[src/rtl/mem_access_unit_if.sv]
// -----------------------------------------------------------------------------
// mem_access_unit_if
// Data-memory request/acknowledge bus between the memory-stage access unit
// (master) and the data memory (slave).
//
// Signals:
//   dmem_req    master->slave  request valid, held until dmem_ack
//   dmem_we     master->slave  1 = write, 0 = read
//   dmem_addr   master->slave  word-aligned byte address
//   dmem_be     master->slave  byte enables, lane i = bits [8i+7:8i]
//   dmem_wdata  master->slave  lane-replicated store data
//   dmem_ack    slave->master  one-cycle completion strobe
//   dmem_rdata  slave->master  read word, valid with dmem_ack on reads
// -----------------------------------------------------------------------------
interface mem_access_unit_if;
  logic        dmem_req;
  logic        dmem_we;
  logic [31:0] dmem_addr;
  logic [3:0]  dmem_be;
  logic [31:0] dmem_wdata;
  logic        dmem_ack;
  logic [31:0] dmem_rdata;

  modport master (
    output dmem_req, dmem_we, dmem_addr, dmem_be, dmem_wdata,
    input  dmem_ack, dmem_rdata
  );

  modport slave (
    input  dmem_req, dmem_we, dmem_addr, dmem_be, dmem_wdata,
    output dmem_ack, dmem_rdata
  );
endinterface

[src/rtl/mem_access_unit.sv]
// -----------------------------------------------------------------------------
// mem_access_unit
// Memory stage of the pipeline. Consumes the EX/MEM register, runs one
// request/acknowledge transaction per aligned load/store, freezes EX/MEM
// with stall_hold while the access is in flight, and presents registered
// write-back values (one wb_write pulse per instruction at most).
//
// Parameters:
//   TIMEOUT           cycles in BUSY without dmem_ack before abort (1..255)
//
// Ports:
//   clk               clock, all state on rising edge
//   reset             asynchronous active-low reset
//   is_write_in       instruction writes register_d_in
//   is_load_in        load op
//   is_store_in       store op
//   mem_size_in       00 byte, 01 half, 10/11 word
//   load_unsigned_in  zero-extend (1) / sign-extend (0) sub-word loads
//   alu_result_in     effective address, or result for non-memory ops
//   store_data_in     store source, low-aligned
//   register_d_in     destination register
//   stall_hold        combinational, freezes EX/MEM while high
//   dmem              data-memory bus (master side)
//   wb_write/wb_rd/wb_data  registered write-back
//   misalign_err      one-cycle pulse, misaligned access dropped
//   bus_err           one-cycle pulse, access aborted on timeout
// -----------------------------------------------------------------------------
module mem_access_unit #(
  parameter int unsigned TIMEOUT = 255
) (
  input  logic                     clk,
  input  logic                     reset,
  input  logic                     is_write_in,
  input  logic                     is_load_in,
  input  logic                     is_store_in,
  input  logic [1:0]               mem_size_in,
  input  logic                     load_unsigned_in,
  input  logic [31:0]              alu_result_in,
  input  logic [31:0]              store_data_in,
  input  logic [4:0]               register_d_in,
  output logic                     stall_hold,
  mem_access_unit_if.master        dmem,
  output logic                     wb_write,
  output logic [4:0]               wb_rd,
  output logic [31:0]              wb_data,
  output logic                     misalign_err,
  output logic                     bus_err
);

  localparam logic [7:0] CNT_LAST = 8'(TIMEOUT - 1);

  typedef enum logic [1:0] {S_IDLE, S_BUSY, S_DONE} state_t;

  // Fields captured when an aligned access is accepted; held stable in BUSY.
  typedef struct packed {
    logic        we;
    logic [31:0] addr;
    logic [3:0]  be;
    logic [31:0] wdata;
    logic [4:0]  rd;
    logic        is_write;
    logic [1:0]  size;
    logic        is_unsigned;
    logic [1:0]  lane;
  } req_t;

  state_t      state_q, state_d;
  logic [7:0]  cnt_q, cnt_d;
  req_t        req_q, req_d;
  logic        wb_write_q, wb_write_d;
  logic [4:0]  wb_rd_q, wb_rd_d;
  logic [31:0] wb_data_q, wb_data_d;
  logic        misalign_q, misalign_d;
  logic        bus_err_q, bus_err_d;
  logic        stall_c;

  logic        mem_op;
  logic        misaligned;
  logic [3:0]  st_be;
  logic [31:0] st_wdata;
  logic [31:0] shifted;
  logic [31:0] load_val;

  assign mem_op     = is_load_in | is_store_in;
  assign misaligned = ((mem_size_in == 2'b01) && alu_result_in[0]) ||
                      (mem_size_in[1] && (alu_result_in[1:0] != 2'b00));

  // Store lane steering: data replicated across lanes, enables select them.
  always_comb begin
    st_be    = 4'b1111;
    st_wdata = store_data_in;
    case (mem_size_in)
      2'b00: begin
        st_be    = 4'b0001 << alu_result_in[1:0];
        st_wdata = {4{store_data_in[7:0]}};
      end
      2'b01: begin
        st_be    = 4'b0011 << alu_result_in[1:0];
        st_wdata = {2{store_data_in[15:0]}};
      end
      default: begin
        st_be    = 4'b1111;
        st_wdata = store_data_in;
      end
    endcase
  end

  // Load lane extraction and extension from the latched size/lane.
  assign shifted = dmem.dmem_rdata >> {req_q.lane, 3'b000};
  always_comb begin
    load_val = dmem.dmem_rdata;
    case (req_q.size)
      2'b00:   load_val = {{24{~req_q.is_unsigned & shifted[7]}},  shifted[7:0]};
      2'b01:   load_val = {{16{~req_q.is_unsigned & shifted[15]}}, shifted[15:0]};
      default: load_val = dmem.dmem_rdata;
    endcase
  end

  always_comb begin
    state_d    = state_q;
    cnt_d      = cnt_q;
    req_d      = req_q;
    wb_write_d = 1'b0;
    wb_rd_d    = wb_rd_q;
    wb_data_d  = wb_data_q;
    misalign_d = 1'b0;
    bus_err_d  = 1'b0;
    stall_c    = 1'b0;
    case (state_q)
      S_IDLE: begin
        if (!mem_op) begin
          wb_write_d = is_write_in;
          wb_rd_d    = register_d_in;
          wb_data_d  = alu_result_in;
        end else if (misaligned) begin
          misalign_d = 1'b1;
        end else begin
          stall_c           = 1'b1;
          req_d.we          = is_store_in;
          req_d.addr        = {alu_result_in[31:2], 2'b00};
          // Reads always fetch the whole word; lane selection happens on return.
          req_d.be          = is_store_in ? st_be : 4'b1111;
          req_d.wdata       = is_store_in ? st_wdata : 32'h0;
          req_d.rd          = register_d_in;
          req_d.is_write    = is_write_in;
          req_d.size        = mem_size_in;
          req_d.is_unsigned = load_unsigned_in;
          req_d.lane        = alu_result_in[1:0];
          cnt_d             = 8'd0;
          state_d           = S_BUSY;
        end
      end
      S_BUSY: begin
        stall_c = 1'b1;
        // Ack takes priority over a coincident timeout.
        if (dmem.dmem_ack) begin
          state_d = S_DONE;
          if (!req_q.we) begin
            wb_write_d = req_q.is_write;
            wb_rd_d    = req_q.rd;
            wb_data_d  = load_val;
          end
        end else if (cnt_q == CNT_LAST) begin
          state_d   = S_DONE;
          bus_err_d = 1'b1;
        end else begin
          cnt_d = cnt_q + 8'd1;
        end
      end
      S_DONE: begin
        // EX/MEM advances on this edge; inputs still show the finished op.
        state_d = S_IDLE;
      end
      default: state_d = S_IDLE;
    endcase
  end

  always_ff @(posedge clk or negedge reset) begin
    if (!reset) begin
      state_q    <= S_IDLE;
      cnt_q      <= 8'd0;
      req_q      <= '0;
      wb_write_q <= 1'b0;
      wb_rd_q    <= 5'd0;
      wb_data_q  <= 32'h0;
      misalign_q <= 1'b0;
      bus_err_q  <= 1'b0;
    end else begin
      state_q    <= state_d;
      cnt_q      <= cnt_d;
      req_q      <= req_d;
      wb_write_q <= wb_write_d;
      wb_rd_q    <= wb_rd_d;
      wb_data_q  <= wb_data_d;
      misalign_q <= misalign_d;
      bus_err_q  <= bus_err_d;
    end
  end

  // Gate with reset so every output reads 0 while reset is held.
  assign stall_hold = reset & stall_c;

  // Bus fields are driven only while a request is outstanding.
  assign dmem.dmem_req   = (state_q == S_BUSY);
  assign dmem.dmem_we    = (state_q == S_BUSY) & req_q.we;
  assign dmem.dmem_addr  = (state_q == S_BUSY) ? req_q.addr  : 32'h0;
  assign dmem.dmem_be    = (state_q == S_BUSY) ? req_q.be    : 4'h0;
  assign dmem.dmem_wdata = (state_q == S_BUSY) ? req_q.wdata : 32'h0;

  assign wb_write     = wb_write_q;
  assign wb_rd        = wb_rd_q;
  assign wb_data      = wb_data_q;
  assign misalign_err = misalign_q;
  assign bus_err      = bus_err_q;

endmodule

[src/flat_wrapper.sv]
// flat-port wrapper written by rule: the top's interface ports become plain ports
module mem_access_unit_flat 
#(
  parameter int unsigned TIMEOUT = 255
)
  (clk, reset, is_write_in, is_load_in, is_store_in, mem_size_in, load_unsigned_in, alu_result_in, store_data_in, register_d_in, stall_hold, wb_write, wb_rd, wb_data, misalign_err, bus_err, dmem_dmem_req, dmem_dmem_we, dmem_dmem_addr, dmem_dmem_be, dmem_dmem_wdata, dmem_dmem_ack, dmem_dmem_rdata);
  mem_access_unit_if dmem_i ();
  input  logic clk;
  input  logic reset;
  input  logic is_write_in;
  input  logic is_load_in;
  input  logic is_store_in;
  input  logic [1:0] mem_size_in;
  input  logic load_unsigned_in;
  input  logic [31:0] alu_result_in;
  input  logic [31:0] store_data_in;
  input  logic [4:0] register_d_in;
  output logic stall_hold;
  output logic wb_write;
  output logic [4:0] wb_rd;
  output logic [31:0] wb_data;
  output logic misalign_err;
  output logic bus_err;
  output wire logic [$bits(dmem_i.dmem_req)-1:0] dmem_dmem_req;
  output wire logic [$bits(dmem_i.dmem_we)-1:0] dmem_dmem_we;
  output wire logic [$bits(dmem_i.dmem_addr)-1:0] dmem_dmem_addr;
  output wire logic [$bits(dmem_i.dmem_be)-1:0] dmem_dmem_be;
  output wire logic [$bits(dmem_i.dmem_wdata)-1:0] dmem_dmem_wdata;
  input wire logic [$bits(dmem_i.dmem_ack)-1:0] dmem_dmem_ack;
  input wire logic [$bits(dmem_i.dmem_rdata)-1:0] dmem_dmem_rdata;
  assign dmem_dmem_req = dmem_i.dmem_req;
  assign dmem_dmem_we = dmem_i.dmem_we;
  assign dmem_dmem_addr = dmem_i.dmem_addr;
  assign dmem_dmem_be = dmem_i.dmem_be;
  assign dmem_dmem_wdata = dmem_i.dmem_wdata;
  assign dmem_i.dmem_ack = dmem_dmem_ack;
  assign dmem_i.dmem_rdata = dmem_dmem_rdata;
  mem_access_unit #(.TIMEOUT(TIMEOUT)) u_core (.clk(clk), .reset(reset), .is_write_in(is_write_in), .is_load_in(is_load_in), .is_store_in(is_store_in), .mem_size_in(mem_size_in), .load_unsigned_in(load_unsigned_in), .alu_result_in(alu_result_in), .store_data_in(store_data_in), .register_d_in(register_d_in), .stall_hold(stall_hold), .dmem(dmem_i), .wb_write(wb_write), .wb_rd(wb_rd), .wb_data(wb_data), .misalign_err(misalign_err), .bus_err(bus_err));
endmodule
[config.mk]
export PLATFORM = sky130hd
export DESIGN_NAME = mem_access_unit_flat
export DESIGN_NICKNAME = d
export VERILOG_FILES = /design/src/rtl/mem_access_unit_if.sv /design/src/rtl/mem_access_unit.sv /design/src/flat_wrapper.sv
export SDC_FILE = /design/constraint.sdc
export NUM_CORES = 1
export LEC_CHECK = 0
export CAP_MARGIN = 20
export CORE_MARGIN = 8
export CORE_UTILIZATION = 39
export DETAILED_ROUTE_END_ITERATION = 10
export GPL_ROUTABILITY_DRIVEN = 1
export MAX_ROUTING_LAYER = met4
export PLACE_DENSITY = 0.83
export RECOVER_POWER = 50
export SLEW_MARGIN = 20
export SYNTH_ARGS = -nofsm -noshare
export SYNTH_HDL_FRONTEND = slang
export SYNTH_SLANG_ARGS = --single-unit
export TNS_END_PERCENT = 5
[constraint.sdc]
create_clock -name clk -period 1.6 [get_ports clk]
set_input_delay 0.4 -clock clk [delete_from_list [all_inputs] [get_ports clk]]
set_output_delay 0.4 -clock clk [all_outputs]
set_load 0.005 [all_outputs]
==> results.json, run 1 <==
{
  "mostFrequentLayoutCells": "nand2_1 (237), dfrtp_1 (128), clkdlybuf4s50_1 (107), nor2_1 (67), buf_4 (57)",
  "post-dp-hpwl_microns": 17300,
  "slew_violations": 0,
  "setup_viol": 146,
  "finalPower_mw": 18.4,
  "firstDrtPassIters": 5,
  "hold_buffers": 0,
  "die_w_microns": 148,
  "cp.arrival_ns": 1.71,
  "synth_area_leaders": "dfrtp_1 (47%), nand2_1 (13%), and2_1 (6.2%)",
  "final_cell_area_sq_mm": 0.0104,
  "grt_max_degree": 77,
  "cts.path.max_buffers": 2,
  "synth_area_per_cell_sq_um": 8.68,
  "outcome": "complete, but fails checks",
  "worst_pin_slew_ns": 1.13,
  "worstSetupEndpointType": "primary output",
  "fmax_ghz": 0.475,
  "drive_above_1_share": 0.245,
  "synth_top_area_share": 0.469,
  "ff2ff_setup_slack_ns": -0.38,
  "path_delay_family": "buffers and inverters",
  "avgRoutedWirePerCell_microns": 19.0,
  "cts_made_buffers": 17,
  "fill_cells": 1496,
  "cap_violations": 0,
  "io_buffers": 218,
  "drt_wl_total_microns": 24400,
  "skew_ns": 0.00645,
  "cpMostUsedCell": "buf_6",
  "relSlewSlack": 0.247,
  "syn_area_sq_mm": 0.00683,
  "setup_slack_ns": -0.506,
  "final_common_cell": "nand2_1",
  "coreArea_sq_mm": 0.0172,
  "clk_latency_ns": 0.42,
  "antenna_found_initial": 1,
  "p_per_area_mw_per_mm2": 1780,
  "violations": "setup timing",
  "gr-total-overflow": 0,
  "critPathMaxStageDelay_ns": 0.38,
  "grt_setup_unrepaired": "yes",
  "p_leak_nw": 4.92,
  "crit_chain": "buf_6 > nand2b_4 > inv_8 > buf_6 > buf_16 > buf_12 > and2_4 > buf_6",
  "io_pins": 221,
  "fin_crit_ns": 2.11,
  "finalCritPeriodShare": 1.32,
  "rows": 48,
  "ys_types": 56,
  "grt_pass1_wl_microns": 37800,
  "vias_per_cell": 5.26,
  "grt_pass1_vias": 6994,
  "root_buffer": "clkbuf_16",
  "path_class": "reg2out",
  "required_ns": 1.20,
  "finalNetCount": 1156,
  "synth_top_cell_by_area": "dfrtp_1",
  "whs_ns": 0.459,
  "ant_nets": 0,
  "clkTransAtPathRegs_ns": 0.06,
  "synthFlopType": "dfrtp_1",
  "die_area_sq_mm": 0.0220,
  "min_path_type": "reg2reg",
  "syn_inst": 786,
  "synth_edf_count": 0,
  "crit_buf_inv": 6,
  "ir_drop_mv": 0.833,
  "ys_warn_count": 0,
  "die_h_microns": 148,
  "worstPathMaxFanout": 5,
  "slowest_stage": "dfrtp_1",
  "start_util": 0.397,
  "grt_usage": 0.226,
  "first_iter_violations": 279,
  "cts.htree.levels": 4,
  "hold_violations": 0,
  "cts_sinks": 128,
  "ys_async_sr_fraction": 1.00,
  "ys_ff_latch": 128,
  "vias": 6752,
  "drc": 0,
  "start_kind": "flip-flop",
  "placed_area_sq_mm": 0.00956,
  "gp_congestion": 0.869,
  "syn_to_final_growth_pct": 52.0,
  "synth_seq_area_share": 0.469,
  "cts_tree": "yes"
}
## through the flow
stage | util | instances | setup WS (ns) | setup TNS [ns]
2_1_floorplan | - | 787 | -0.0892 | -2.22
3_3_place_gp | 0.557 | 1234 | -0.882 | -100.76
3_5_place_dp | 0.557 | 1234 | -0.899 | -105.72
4_1_cts | 0.608 | 1280 | -0.576 | -42.36
5_1_grt | 0.604 | 1283 | -0.569 | -49.05
6_report | 0.604 | 1283 | -0.506 | -37.78
## worst reg2reg max path, cell delays in order, from the launching register on
cell and delay, ns:
dfrtp_1 0.38, buf_6 0.13, buf_4 0.15, or3_4 0.36, a21oi_4 0.26, buf_4 0.29
nor2_1 0.07, a221oi_1 0.23
## final timing paths
kind,from,to,cells past startpoint
max,u_core.state_q[0],dmem_dmem_addr[22],8
min,u_core.req_q[33],u_core.req_q[33],2
max reg2reg,u_core.state_q[0],u_core.wb_data[25],7
min reg2reg,u_core.req_q[33],u_core.req_q[33],2
max in group asynchronous,reset,u_core.wb_data[22],3
min in group asynchronous,reset,u_core.req_q[0],3
## synth_stat cells, drive strengths merged (2+ instances only)
library cell	instances
ha	2
clkbuf	29
nand4	2
a21oi	4
a2bb2oi	6
and2	68
mux2i	19
nand2	238
mux2	18
dfrtp	128
or4	3
a22oi	7
nor2b	5
o21ai	26
inv	4
or3	2
and3	2
buf	33
o221ai	6
a31oi	13
nor2	69
nand2b	12
o2bb2ai	7
a221oi	24
nand3	28
a211oi	2
nor3b	2
o211ai	6
## registers in the layout, summed over array words and instances (netlist names)
register             cells
u_core.state_q           2
u_core.cnt_q             8
u_core.wb_write          1
u_core.wb_rd             5
u_core.bus_err           1
u_core.req_q            78
u_core.wb_data          32
u_core.misalign_err      1
## layout make-up
class,count,area [sq um],area share
multi-input cells,592,3470,0.334
diodes,1,2.50,0.000241
repair buffers,300,2780,0.268
inverters,5,26.3,0.00253
well taps,225,282,0.0271
flip-flops and latches,128,3200,0.309
clock inverters,12,158,0.0152
clock buffers,20,457,0.0440
## kinds of logic (layout without fill, tap and decap cells)
kind of cell,count (synthesis),after routing,share of synthesized area
and+or+nand+nor,438,438,0.287
DFF,128,128,0.469
AOI/OAI and AO/OA,111,111,0.132
buffers and inverters,67,337,0.0453
muxes,38,38,0.0609
adders and majority gates,2,2,0.00367
other,1,3,0.000549
xor gates and xnor gates,1,1,0.00128
## power by group
part,internal (mW),total (mW),switching [mW]
Combinational,4.45,8.84,4.39
Clock,2.54,4.04,1.50
Sequential,4.70,5.56,0.858
Total,11.7,18.4,6.75
## routing by layer
metal  vias up  global-route usage  share of wire
met5         -                   -              0
met4         0              0.0729          0.020
met3        31              0.0635          0.076
met2       289               0.365           0.49
met1      3265               0.270           0.41
li1       3167                   -              -
## timing repair
item | CTS | global route
pin swaps | 28 | 18
setup endpoints to repair | 228 | 192
resized for setup | 314 | 76
setup buffers | 10 | 3
gates cloned | 4 | 0
No activity file was read; power rests on OpenSTA's default activity.
==> inputs of run 2 (changes only) <==
==> constraint.sdc (replaced) <==
create_clock -name clk -period 1.6 [get_ports clk]
set_input_delay 0.4 -clock clk [delete_from_list [all_inputs] [get_ports clk]]
set_output_delay 0.4 -clock clk [all_outputs]
set_load 0.05 [all_outputs]
==> run 2 against run 1 <==
Net effect:
- the flow still finishes with violations (setup timing)
- via count is 2.1% higher
- routed wire length is 5.3% higher
- sequential share of layout area is 3.7 points lower
- power is 36% higher
- critical endpoint is now stall_hold
==> results.json, run 2 (synthesis gave the netlist of run 1 again) <==
{
  "mostFrequentLayoutCells": "nand2_1 (235), dfrtp_1 (126), buf_12 (114), clkdlybuf4s50_1 (106), buf_4 (71)",
  "skew_ns": 0.0176,
  "finalPower_mw": 25.1,
  "vias_per_cell": 5.35,
  "clk_latency_ns": 0.43,
  "fin_crit_ns": 2.13,
  "ir_drop_mv": 1.20,
  "drc": 0,
  "drt_wl_total_microns": 25700,
  "finalCritPeriodShare": 1.33,
  "firstDrtPassIters": 5,
  "start_kind": "input pin",
  "grt_usage": 0.234,
  "drive_above_1_share": 0.334,
  "cts.path.max_buffers": 2,
  "critPathMaxStageDelay_ns": 0.44,
  "antenna_found_initial": 2,
  "cap_violations": 0,
  "grt_max_degree": 129,
  "fmax_ghz": 0.469,
  "grt_pass1_wl_microns": 39000,
  "min_path_type": "reg2reg",
  "cts_made_buffers": 17,
  "crit_buf_inv": 2,
  "relSlewSlack": 0.211,
  "grt_pass1_vias": 7140,
  "worstPathMaxFanout": 3,
  "gr-total-overflow": 0,
  "io_pins": 221,
  "path_class": "in2out",
  "path_delay_family": "buffers and inverters",
  "die_w_microns": 148,
  "ff2ff_setup_slack_ns": -0.31,
  "setup_slack_ns": -0.534,
  "gp_congestion": 0.879,
  "coreArea_sq_mm": 0.0172,
  "cp.arrival_ns": 1.73,
  "crit_chain": "clkdlybuf4s50_1 > o21ai_2 > and4_4 > nor2_4 > nor3b_4 > buf_12",
  "outcome": "complete, but fails checks",
  "ant_nets": 0,
  "root_buffer": "clkbuf_16",
  "fill_cells": 1276,
  "final_common_cell": "nand2_1",
  "slowest_stage": "clkdlybuf4s50_1",
  "p_per_area_mw_per_mm2": 2130,
  "largest_register": "u_core.req_q",
  "p_leak_nw": 5.38,
  "worst_pin_slew_ns": 1.18,
  "setup_viol": 183,
  "worstSetupEndpointType": "primary output",
  "io_buffers": 218,
  "largest_register_ffs": 78,
  "vias": 6893,
  "required_ns": 1.20,
  "clkTransAtPathRegs_ns": 0.06,
  "first_iter_violations": 421,
  "cts.htree.levels": 4,
  "final.setup.tns_ns": -44.56,
  "die_h_microns": 148,
  "avgRoutedWirePerCell_microns": 19.9,
  "stdcell_count": 1289,
  "hold_buffers": 0,
  "die_area_sq_mm": 0.0220,
  "finalNetCount": 1161,
  "cts_sinks": 128,
  "grt_setup_unrepaired": "yes",
  "reg2reg_from": "u_core.state_q[0]",
  "post-dp-hpwl_microns": 18400,
  "syn_to_final_growth_pct": 73.1,
  "cts_tree": "yes",
  "violations": "setup timing",
  "whs_ns": 0.468,
  "hold_violations": 0,
  "start_util": 0.397,
  "slew_violations": 0,
  "crit_start": "mem_size_in[0]",
  "rows": 48,
  "dp_cells": 1245,
  "hp-start": "u_core.req_q[33]"
}
-- run 2: power by group --
group          internal [mW]  switching (mW)  total [mW]
Sequential              4.71            1.21        5.92
Clock                   2.15            1.56        3.71
Combinational           7.28            8.23        15.5
Total                   14.1            11.0        25.1
-- run 2: tightest hold or removal path: stages, from the launching register on --
cell,delay [ns]
dfrtp_1,0.34
nand2_1,0.05
nand2_1,0.05
-- run 2: timing repair --
item / CTS / global route
pin swaps: 52 / 29
resized for setup: 61 / 28
endpoints found under the setup margin: 189 / 192
cloned: 2 / 2
buffers inserted: 3 / 3
endpoints found under the hold margin: 0 / 0
-- run 2: path summary, 6_finish.rpt --
path / end / cells after the start
setup reg to reg: u_core.wb_data[9] / 9
hold / removal: u_core.req_q[33] / 2
min in group asynchronous: u_core.req_q[68] / 2
hold reg to reg: u_core.req_q[33] / 2
max in group asynchronous: u_core.state_q[1] / 2
setup / recovery: stall_hold / 6
-- run 2: layout make-up --
type                       count  area [sq um]  area share
clock inverter                15           134      0.0113
sequential                   128          3210       0.271
clock buffer                  17           425      0.0360
timing repair buffer         305          4120       0.349
antenna                        2          5.00    0.000424
tap                          225           282      0.0238
multi-input combinational    592          3610       0.306
inverter                       5          31.3     0.00265
-- run 2: per-stage QoR --
step	utilization	area, sq um	setup slack (ns)
global placement	0.631	10800	-0.641
detailed placement	0.631	10800	-0.672
finish	0.688	11800	-0.534
floorplan	-	6920	-0.305
global route	0.688	11800	-0.594
CTS	0.678	11700	-0.531
-- run 2: layer usage --
layer	share of wire	up-vias	GRT usage
li1	-	3179	-
met1	0.38	3314	0.259
met2	0.50	332	0.385
met3	0.093	68	0.0732
met4	0.035	0	0.0959
met5	0	-	-
==> inputs of run 3 (changes only) <==
--- a/config.mk
+++ b/config.mk
@@ -7,11 +7,11 @@
 export LEC_CHECK = 0
 export CAP_MARGIN = 20
 export CORE_MARGIN = 8
-export CORE_UTILIZATION = 39
+export CORE_UTILIZATION = 42
 export DETAILED_ROUTE_END_ITERATION = 10
 export GPL_ROUTABILITY_DRIVEN = 1
 export MAX_ROUTING_LAYER = met4
-export PLACE_DENSITY = 0.83
+export PLACE_DENSITY = 0.88
 export RECOVER_POWER = 50
 export SLEW_MARGIN = 20
 export SYNTH_ARGS = -nofsm -noshare
==> run 3 against run 2 <==
Net effect:
- the flow still finishes with violations (setup timing)
- flip-flop and latch count is the same
- clock power grew 3%
- largest cell class unchanged
- worst hold slack lost 0.045 ns
- maximum frequency is essentially flat
- combinational power grew 3%
- highest routed layer unchanged
- global-route usage grew 3.5 points
- die area shrank 6.4%
==> results.json, run 3 (synthesis gave the netlist of run 1 again) <==
{
  "cts.path.max_buffers": 2,
  "clkTransAtPathRegs_ns": 0.06,
  "die_area_sq_mm": 0.0206,
  "p_per_area_mw_per_mm2": 2160,
  "largest_register": "u_core.req_q",
  "gr-total-overflow": 0,
  "io_pins": 221,
  "start_kind": "flip-flop",
  "drive_above_1_share": 0.336,
  "ir_drop_mv": 1.22,
  "pwr-share-comb": 0.618,
  "grt_pass1_wl_microns": 41200,
  "grt_max_degree": 56,
  "clk_latency_ns": 0.41,
  "fmax_ghz": 0.469,
  "root_buffer": "clkbuf_16",
  "p_int_mw": 14.4,
  "cts_sinks": 128,
  "finalPower_mw": 25.6,
  "r2r-end": "u_core.wb_data[31]",
  "timing.critical_path.to": "stall_hold",
  "cts.htree.levels": 4,
  "finalCritPeriodShare": 1.33,
  "outcome": "complete, but fails checks",
  "hold_violations": 0,
  "required_ns": 1.20,
  "final.setup.tns_ns": -38.49,
  "path_delay_family": "simple AND/OR/NAND/NOR gates",
  "slowest_stage": "dfrtp_2",
  "rows": 46,
  "slew_violations": 0,
  "gp_congestion": 0.905,
  "vias": 7209,
  "cts_tree": "yes",
  "post-dp-hpwl_microns": 19200,
  "grt_usage": 0.269,
  "worstPathMaxFanout": 2,
  "path_class": "reg2out",
  "cpMostUsedCell": "nor2_4",
  "fin_crit_ns": 2.13,
  "worst_pin_slew_ns": 1.49,
  "avgRoutedWirePerCell_microns": 21.7,
  "power.share.clock": 0.149,
  "crit_chain": "buf_6 > nor2_4 > and4_4 > nor2_4 > nor3b_4 > buf_12",
  "coreArea_sq_mm": 0.0159,
  "whs_ns": 0.422,
  "skew_ns": 0.00941,
  "grt_setup_unrepaired": "yes",
  "p_leak_nw": 5.42,
  "reg2regPathDepth": 4,
  "die_h_microns": 143,
  "cts_made_buffers": 17,
  "largest_register_ffs": 78,
  "min_path_type": "in2reg",
  "cp.arrival_ns": 1.73,
  "grt_pass1_vias": 7424,
  "syn_to_final_growth_pct": 74.2,
  "reg2reg_from": "u_core.req_q[1]",
  "seqPwrFrac": 0.233,
  "ff2ff_setup_slack_ns": -0.26,
  "vias_per_cell": 5.62,
  "crit_cells": 6,
  "finalNetCount": 1164,
  "mostFrequentLayoutCells": "nand2_1 (237), dfrtp_1 (124), buf_12 (119), clkdlybuf4s50_1 (104), and2_4 (67)",
  "worstSetupEndpointType": "primary output",
  "crit_buf_inv": 2,
  "final_common_cell": "nand2_1",
  "setup_viol": 122,
  "cap_violations": 0,
  "die_w_microns": 143,
  "first_iter_violations": 539,
  "violations": "setup timing",
  "crit_start": "u_core.state_q[1]",
  "firstDrtPassIters": 8,
  "sw_frac_of_total": 0.437,
  "relSlewSlack": 0.00484,
  "critPathMaxStageDelay_ns": 0.42,
  "antenna_found_initial": 1,
  "drt_wl_total_microns": 27800,
  "io_buffers": 218,
  "setup_slack_ns": -0.533,
  "start_util": 0.430,
  "ant_nets": 0,
  "drc": 0,
  "switching_power_mw": 11.2,
  "hold_buffers": 0
}
==> run 3: power by group through the flow <==
stage / Clock [mW] / Combinational (mW) / Sequential (mW)
2_1_floorplan: 0 / 6.10 / 7.02
3_5_place_dp: 0 / 14.4 / 5.90
3_3_place_gp: 0 / 14.0 / 5.79
4_1_cts: 3.83 / 15.3 / 5.91
6_report: 3.81 / 15.9 / 5.97
5_1_grt: 3.99 / 16.6 / 6.11
==> run 3: what timing repair did <==
item / CTS / global route
resized for setup: 89 / 24
pin swaps: 4 / 60
buffers inserted: 4 / 1
setup endpoints to repair: 172 / 186
gates cloned: 1 / 4
==> run 3: tightest hold or removal path, stage by stage <==
cell           delay, ns
dlygate4sd2_1       0.27
nand2_1             0.07
nand2_1             0.06
==> run 3: metal layers <==
metal	track usage	share of wire
met4	0.113	0.037
met3	0.0713	0.094
met1	0.297	0.37
met5	-	0
met2	0.453	0.50
==> run 3: cell type report <==
class                   instances  area [sq um]
repair buffers                308          4190
fillers                      1020          4000
multi-input cells             592          3620
flip-flops and latches        128          3210
clock buffers                  22           454
well taps                     216           270
clock inverters                10           113
inverters                       5          31.3
diodes                          1          2.50
==> run 3: per-stage QoR <==
stage	cells	util	area, sq um	setup WS [ns]
2_1_floorplan	787	-	6920	-0.305
3_3_place_gp	1239	0.682	10800	-0.641
3_5_place_dp	1239	0.682	10800	-0.748
4_1_cts	1276	0.738	11700	-0.546
5_1_grt	1282	0.748	11900	-0.602
6_report	1282	0.748	11900	-0.533
==> run 3: worst min-delay path by stage <==
stage / startpoint / to / slack, ns / depth (start not counted)
after detailed placement: reset / u_core.wb_data[21] / 0.45 / 2
after global placement: reset / u_core.wb_data[21] / 0.44 / 2
final: is_store_in / u_core.req_q[79] / 0.42 / 3
after floorplan: reset / u_core.bus_err / 0.10 / 0
after CTS: reset / u_core.wb_data[23] / 0.02 / 2
after global routing: is_store_in / u_core.req_q[79] / 0.42 / 3
